## config.mk

```make
export PLATFORM = sky130hd
export DESIGN_NAME = traffic_lanes
export DESIGN_NICKNAME = d
export VERILOG_FILES = /design/src/rtl/traffic_pkg.sv /design/src/rtl/traffic_lane.sv /design/src/rtl/traffic_lanes.sv
export SDC_FILE = /design/constraint.sdc
export NUM_CORES = 1
export LEC_CHECK = 0
export ABC_AREA = 1
export CAP_MARGIN = 20
export CORE_MARGIN = 5
export CORE_UTILIZATION = 50
export DETAILED_ROUTE_END_ITERATION = 8
export GPL_TIMING_DRIVEN = 0
export PLACE_DENSITY = 0.75
export SETUP_SLACK_MARGIN = 0.15
export SLEW_MARGIN = 25
export SYNTH_ARGS = -nofsm -noshare
export SYNTH_HDL_FRONTEND = slang
export SYNTH_SLANG_ARGS = --single-unit
```

## constraint.sdc

```tcl
create_clock -name clock -period 2.2 [get_ports clock]
set_input_delay 0.44 -clock clock [delete_from_list [all_inputs] [get_ports clock]]
set_output_delay 0.44 -clock clock [all_outputs]
set_load 0.05 [all_outputs]
```

## src/rtl/traffic_pkg.sv

```systemverilog
// Shared types, per-row constants and helpers for the traffic lane field.
package traffic_pkg;

  // Spawn state of one lane: emitting dark gap cells or lit car cells.
  typedef enum logic {GAP, CAR} lane_state_t;

  // Ticks between shifts for each row (1 + row % 3); rows 0 and 15 are unused.
  localparam int unsigned LANE_PERIOD [16] = '{1, 2, 3, 1, 2, 3, 1, 2, 3, 1, 2, 3, 1, 2, 3, 1};

  // 1 = cars move toward increasing y (odd rows), 0 = toward decreasing y.
  localparam bit LANE_DIR [16] = '{0, 1, 0, 1, 0, 1, 0, 1, 0, 1, 0, 1, 0, 1, 0, 1};

  // Galois feedback mask applied when the bit shifted out is 1.
  localparam logic [15:0] LFSR_TAPS = 16'hB400;

  // Car length from two random bits: 1, 2, 3 or 2 cells.
  function automatic logic [1:0] car_len(input logic [1:0] r);
    unique case (r)
      2'b00:   car_len = 2'd1;
      2'b01:   car_len = 2'd2;
      2'b10:   car_len = 2'd3;
      default: car_len = 2'd2;
    endcase
  endfunction

endpackage

```

## src/rtl/traffic_lane.sv

```systemverilog
// One traffic row: period counter, gap/car spawn machine and 16-cell shift register.
module traffic_lane
  import traffic_pkg::*;
#(
  parameter int unsigned Period  = 1,
  parameter bit          ShiftUp = 1'b1
) (
  input  logic        clk_i,
  input  logic        rst_i,
  input  logic        tick_i,
  input  logic [1:0]  r_i,
  output logic [15:0] row_o
);

  localparam logic [1:0] Reload = 2'(Period - 1);

  logic [1:0]  per_q, per_d;
  lane_state_t state_q, state_d;
  logic [2:0]  rem_q, rem_d, rem_dec;
  logic [15:0] row_q, row_d;
  logic        spawn;

  // Next state: count ticks down; on expiry shift in one cell chosen by the spawn machine.
  always_comb begin
    per_d   = per_q;
    state_d = state_q;
    rem_d   = rem_q;
    row_d   = row_q;
    spawn   = 1'b0;
    rem_dec = rem_q - 3'd1;
    if (tick_i) begin
      if (per_q == 2'd0) begin
        per_d = Reload;
        unique case (state_q)
          GAP: begin
            spawn = 1'b0;
            if (rem_dec == 3'd0) begin
              state_d = CAR;
              rem_d   = {1'b0, car_len(r_i)};
            end else begin
              rem_d = rem_dec;
            end
          end
          CAR: begin
            spawn = 1'b1;
            if (rem_dec == 3'd0) begin
              state_d = GAP;
              rem_d   = 3'd2 + {1'b0, r_i};
            end else begin
              rem_d = rem_dec;
            end
          end
          default: ;
        endcase
        row_d = ShiftUp ? {row_q[14:0], spawn} : {spawn, row_q[15:1]};
      end else begin
        per_d = per_q - 2'd1;
      end
    end
  end

  // State registers with synchronous reset to an empty lane about to emit a 2-cell gap.
  always_ff @(posedge clk_i) begin
    if (rst_i) begin
      per_q   <= Reload;
      state_q <= GAP;
      rem_q   <= 3'd2;
      row_q   <= '0;
    end else begin
      per_q   <= per_d;
      state_q <= state_d;
      rem_q   <= rem_d;
      row_q   <= row_d;
    end
  end

  assign row_o = row_q;

endmodule

```

## src/rtl/traffic_lanes.sv

```systemverilog
// Scrolling red-car plane for the 16x16 matrix: tick divider, shared LFSR and
// lanes 1..14; rows 0 and 15 are always dark.
// Optional macro TRAFFIC_SPEEDUP_EN: each win pulse halves the tick period (up to 3 times).
module traffic_lanes
  import traffic_pkg::*;
#(
  parameter int unsigned TICK_DIV  = 25_000_000,
  parameter logic [15:0] LFSR_SEED = 16'hACE1
) (
  input  logic               clock,
  input  logic               reset,
  input  logic               enable,
  input  logic               win,
  output logic [15:0][15:0]  RedPixels
);

  localparam logic [31:0] TickDiv = 32'(TICK_DIV);

  logic [31:0] cnt_q, cnt_d, div_eff, wrap_at;
  logic [15:0] lfsr_q, lfsr_d;
  logic        tick;

`ifdef TRAFFIC_SPEEDUP_EN
  logic [1:0]  level_q, level_d;
  logic [31:0] div_shift;

  // Speed level saturates at 3; the divider never drops below one cycle per tick.
  always_comb begin
    div_shift = TickDiv >> level_q;
    div_eff   = (div_shift == '0) ? 32'd1 : div_shift;
    level_d   = level_q;
    if (enable && win && (level_q != 2'd3)) level_d = level_q + 2'd1;
  end

  // Speed level register.
  always_ff @(posedge clock) begin
    if (reset) level_q <= '0;
    else       level_q <= level_d;
  end
`else
  logic unused_win;
  assign unused_win = win;
  assign div_eff    = TickDiv;
`endif

  // Tick divider and LFSR advance; both freeze while enable is low.
  // A count already past a freshly lowered threshold wraps without a tick.
  always_comb begin
    wrap_at = div_eff - 32'd1;
    tick    = enable & (cnt_q == wrap_at);
    cnt_d   = cnt_q;
    lfsr_d  = lfsr_q;
    if (enable) begin
      cnt_d  = (cnt_q >= wrap_at) ? '0 : cnt_q + 32'd1;
      lfsr_d = (lfsr_q >> 1) ^ (lfsr_q[0] ? LFSR_TAPS : 16'h0000);
    end
  end

  // Divider and LFSR registers.
  always_ff @(posedge clock) begin
    if (reset) begin
      cnt_q  <= '0;
      lfsr_q <= LFSR_SEED;
    end else begin
      cnt_q  <= cnt_d;
      lfsr_q <= lfsr_d;
    end
  end

  logic [15:0] lane_row [1:14];

  // Lane x draws its random bits from LFSR bits x+1 and x (x+1 never wraps for x <= 14).
  for (genvar x = 1; x <= 14; x++) begin : g_lane
    traffic_lane #(
      .Period  (LANE_PERIOD[x]),
      .ShiftUp (LANE_DIR[x])
    ) u_lane (
      .clk_i  (clock),
      .rst_i  (reset),
      .tick_i (tick),
      .r_i    ({lfsr_q[x+1], lfsr_q[x]}),
      .row_o  (lane_row[x])
    );
  end

  // Assemble the plane; the safe rows stay hard-wired dark.
  always_comb begin
    RedPixels = '0;
    for (int x = 1; x <= 14; x++) RedPixels[x] = lane_row[x];
  end

endmodule
```

==> results.py <==
metrics = {
    "outcome": {
        "outcome": "complete, no violations",
    },
    "critical_path": {
        "worstPathArrival_ns": 2.42,
        "cp-start-kind": "flip-flop",
        "cp_num_cells": 11,
        "crit_required_ns": 2.62,
        "cp_top_family": "simple AND/OR/NAND/NOR gates",
        "max_stage_delay_ns": 0.32,
        "path_cells": "nor2_2 > nand3_1 > nor2_2 > nand3_4 > nor2_8 > clkbuf_16 > clkbuf_16 > buf_12 > nand4_1 > nand2_1 > nor2_1",
        "cp_max_fo": 6,
        "crit_path_end_kind": "flip-flop",
        "critPathSlowestCell": "dfxtp_2",
        "reg2reg_depth": 11,
        "critPathBufInv": 3,
        "critical_path_class": "reg2reg",
    },
    "timing": {
        "skew_ns": 0.0168,
        "worstMarginPinSlew_ns": 1.08,
        "hold_viol_final": 0,
        "fmaxAchievable_mhz": 501,
        "post-route-period-util": 0.907,
        "rsz0062_at_grt": "false",
        "slew_headroom": 0.281,
        "finalCriticalPeriod_ns": 1.99,
        "slew_viol_final": 0,
        "whs_ns": 0.387,
        "setup_viol": 0,
    },
    "floorplanning": {
        "die_y_um": 197,
        "die_w_um": 197,
        "die_area_sq_um": 38800,
        "io_pins": 260,
        "core_sq_um": 34500,
        "start_util": 0.507,
        "rows": 68,
    },
    "routing": {
        "routedWlPerCell_um": 15.1,
        "viasPerCell": 5.16,
        "drtAntennaViolNets": 0,
        "route.detailed.drc": 0,
        "drt-pass1-iter-count": 6,
        "num_vias": 17300,
        "detail_route.iter0.violations": 1260,
        "wirelength_um": 50500,
    },
    "global_route": {
        "grt_pass1_wl_um": 79900,
        "grt_pass1_vias": 16000,
        "grt.total_usage": 0.244,
        "grt_max_degree": 14,
        "antenna_found_initial": 1,
        "overflow": 0,
    },
    "yosys": {
        "ys_types": 37,
        "syn_area_per_cell_sq_um": 6.82,
        "yosysSeqAreaShare": 0.407,
        "postSynth.asyncResetShare": 0,
        "synth_seq_cells": 356,
        "synthCells": 2567,
        "ys_warn_count": 0,
        "synth_edf_count": 0,
        "synth-main-ff-cell": "dfxtp_1",
        "syn_area_sq_um": 17500,
    },
    "layout": {
        "fin_nets": 2912,
        "fin_cells": 3352,
        "final_util": 0.628,
        "multi_input_area_sq_um": 8120,
        "regArea_sq_um": 7150,
        "drive_gt1_frac": 0.0753,
        "area_growth_pct": 23.9,
        "n_fill_cell": 3196,
        "diodes": 0,
        "design_area_sq_um": 21700,
    },
    "cts": {
        "clk_path_buf_depth": 3,
        "holdBufCountCts": 0,
        "cts_tree": "done",
        "numCtsBuffers": 39,
        "root_buffer": "clkbuf_16",
        "h-tree-depth": 2,
        "insertion_delay_ns": 0.53,
        "cts.sinks": 356,
        "cts.reportedPaths.clkPinSlew_ns": 0.06,
    },
    "placement": {
        "place_area_sq_um": 20400,
        "io_buffers": 224,
        "dp.cells": 3277,
        "place_congestion": 0.876,
        "dp_hpwl_um": 35400,
    },
    "power_and_ir_drop": {
        "p_per_area_nw_per_um2": 622,
        "intPower_mw": 10.3,
        "p_sw_mw": 3.16,
        "seq_power_share": 0.483,
        "clkPwrFrac": 0.468,
        "p_sw_frac": 0.234,
        "pwr-share-comb": 0.048,
        "ir_drop_uv": 455,
        "leakage_nw": 10.1,
    },
    "job": {
        "maxCapViolCount": 0,
    },
    "hold_path": {
        "hold_path_depth": 4,
        "hold_class": "in2reg",
    },
}
-- worst paths after layout --
check | from | slack (ns) | to
setup / recovery | cnt_q[27] | 0.21 | g_lane[11].u_lane.row_o[15]
hold reg to reg | cnt_q[27] | 0.45 | cnt_q[27]
hold / removal | reset | 0.39 | lfsr_q[12]
setup reg to reg | cnt_q[27] | 0.21 | g_lane[11].u_lane.row_o[15]
-- state kept, by name, indices dropped and copies added, names as in the netlist --
register and flops:
lfsr_q 16, g_lane.u_lane.rem_q 42, cnt_q 32, g_lane.u_lane.row_o 224
g_lane.u_lane.per_q 28, g_lane.u_lane.state_q 14
-- logic make-up (layout without fill, tap and decap cells) --
kind of cell,Yosys count,after routing,share of synthesized area
buffers and inverters,543,842,0.139
AO/OA/AOI/OAI,135,135,0.0415
flip-flops,356,356,0.407
XOR/XNOR,27,27,0.0135
adder cells (fa/ha/maj),39,39,0.0279
other,1,32,0.000214
multiplexers,2,2,0.00114
AND/OR/NAND/NOR,1464,1464,0.369
-- Yosys cell counts (10+ instances only) --
library cell / number / share of area
clkbuf_1: 52 / 0.011
o21ai_0: 59 / 0.017
nand3_4: 15 / 0.015
inv_1: 357 / 0.077
clkinv_2: 14 / 0.0040
buf_4: 55 / 0.024
buf_1: 31 / 0.0066
nand3_1: 56 / 0.016
nand2_1: 522 / 0.11
a21oi_1: 50 / 0.014
xor2_1: 17 / 0.0085
buf_2: 12 / 0.0034
nor2_1: 607 / 0.13
xnor2_1: 10 / 0.0050
ha_1: 39 / 0.028
o211ai_1: 14 / 0.0060
nand4_1: 246 / 0.088
dfxtp_1: 356 / 0.41
buf_6: 18 / 0.012
-- area by class of cell --
cell class / count / share of cell area
multi-input cells: 1699 / 0.374
flip-flops and latches: 356 / 0.329
repair buffers: 230 / 0.0958
inverters: 373 / 0.0661
clock buffers: 61 / 0.0531
plain buffers: 170 / 0.0520
well taps: 455 / 0.0262
clock inverters: 8 / 0.00312
-- routing by layer --
metal | global-route usage | routed length, um | up-vias
met2 | 0.415 | 23300 | 649
met1 | 0.325 | 21500 | 7934
met3 | 0.0406 | 4040 | 117
met4 | 0.0642 | 1600 | 2
met5 | 0 | 14 | -
li1 | - | - | 8607
-- timing repair --
action,4_1_cts,5_1_grt
gates resized for setup,233,68
pin swaps,0,8
gates cloned,0,4
endpoints found under the setup margin,296,272
setup buffers,0,2
-- stage by stage --
step | setup TNS [ns] | setup slack, ns | total power, mW
floorplan | 0 | 0.418 | 7.12
global placement | -50.54 | -0.494 | 7.28
detailed placement | -45.16 | -0.473 | 7.29
CTS | 0 | 0.165 | 13.6
global route | 0 | 0.153 | 13.9
finish | 0 | 0.205 | 13.5
-- tightest hold or removal path: stages --
cell and delay, ns:
clkbuf_1 0.23, a21oi_1 0.07, o21ai_0 0.09, inv_1 0.04
-- power groups by stage --
| stage | combinational (mW) | clock [mW] | sequential [mW] |
|---|---|---|---|
| finish | 0.654 | 6.32 | 6.52 |
| global route | 0.705 | 6.68 | 6.52 |
| CTS | 0.638 | 6.42 | 6.52 |
| detailed placement | 0.633 | 0 | 6.66 |
| global placement | 0.625 | 0 | 6.66 |
| floorplan | 0.483 | 0 | 6.64 |
-- cells in the final DEF, fill, tap and decap left out, types with 50 or more instances in the layout --
master	count
nand4_1	246
clkbuf_1	65
dlygate4sd2_1	224
o21ai_0	59
nand3_1	55
nor2_1	598
dfxtp_1	345
a21oi_1	50
nand2_1	518
inv_1	356
(Power assumes the default switching activity.)
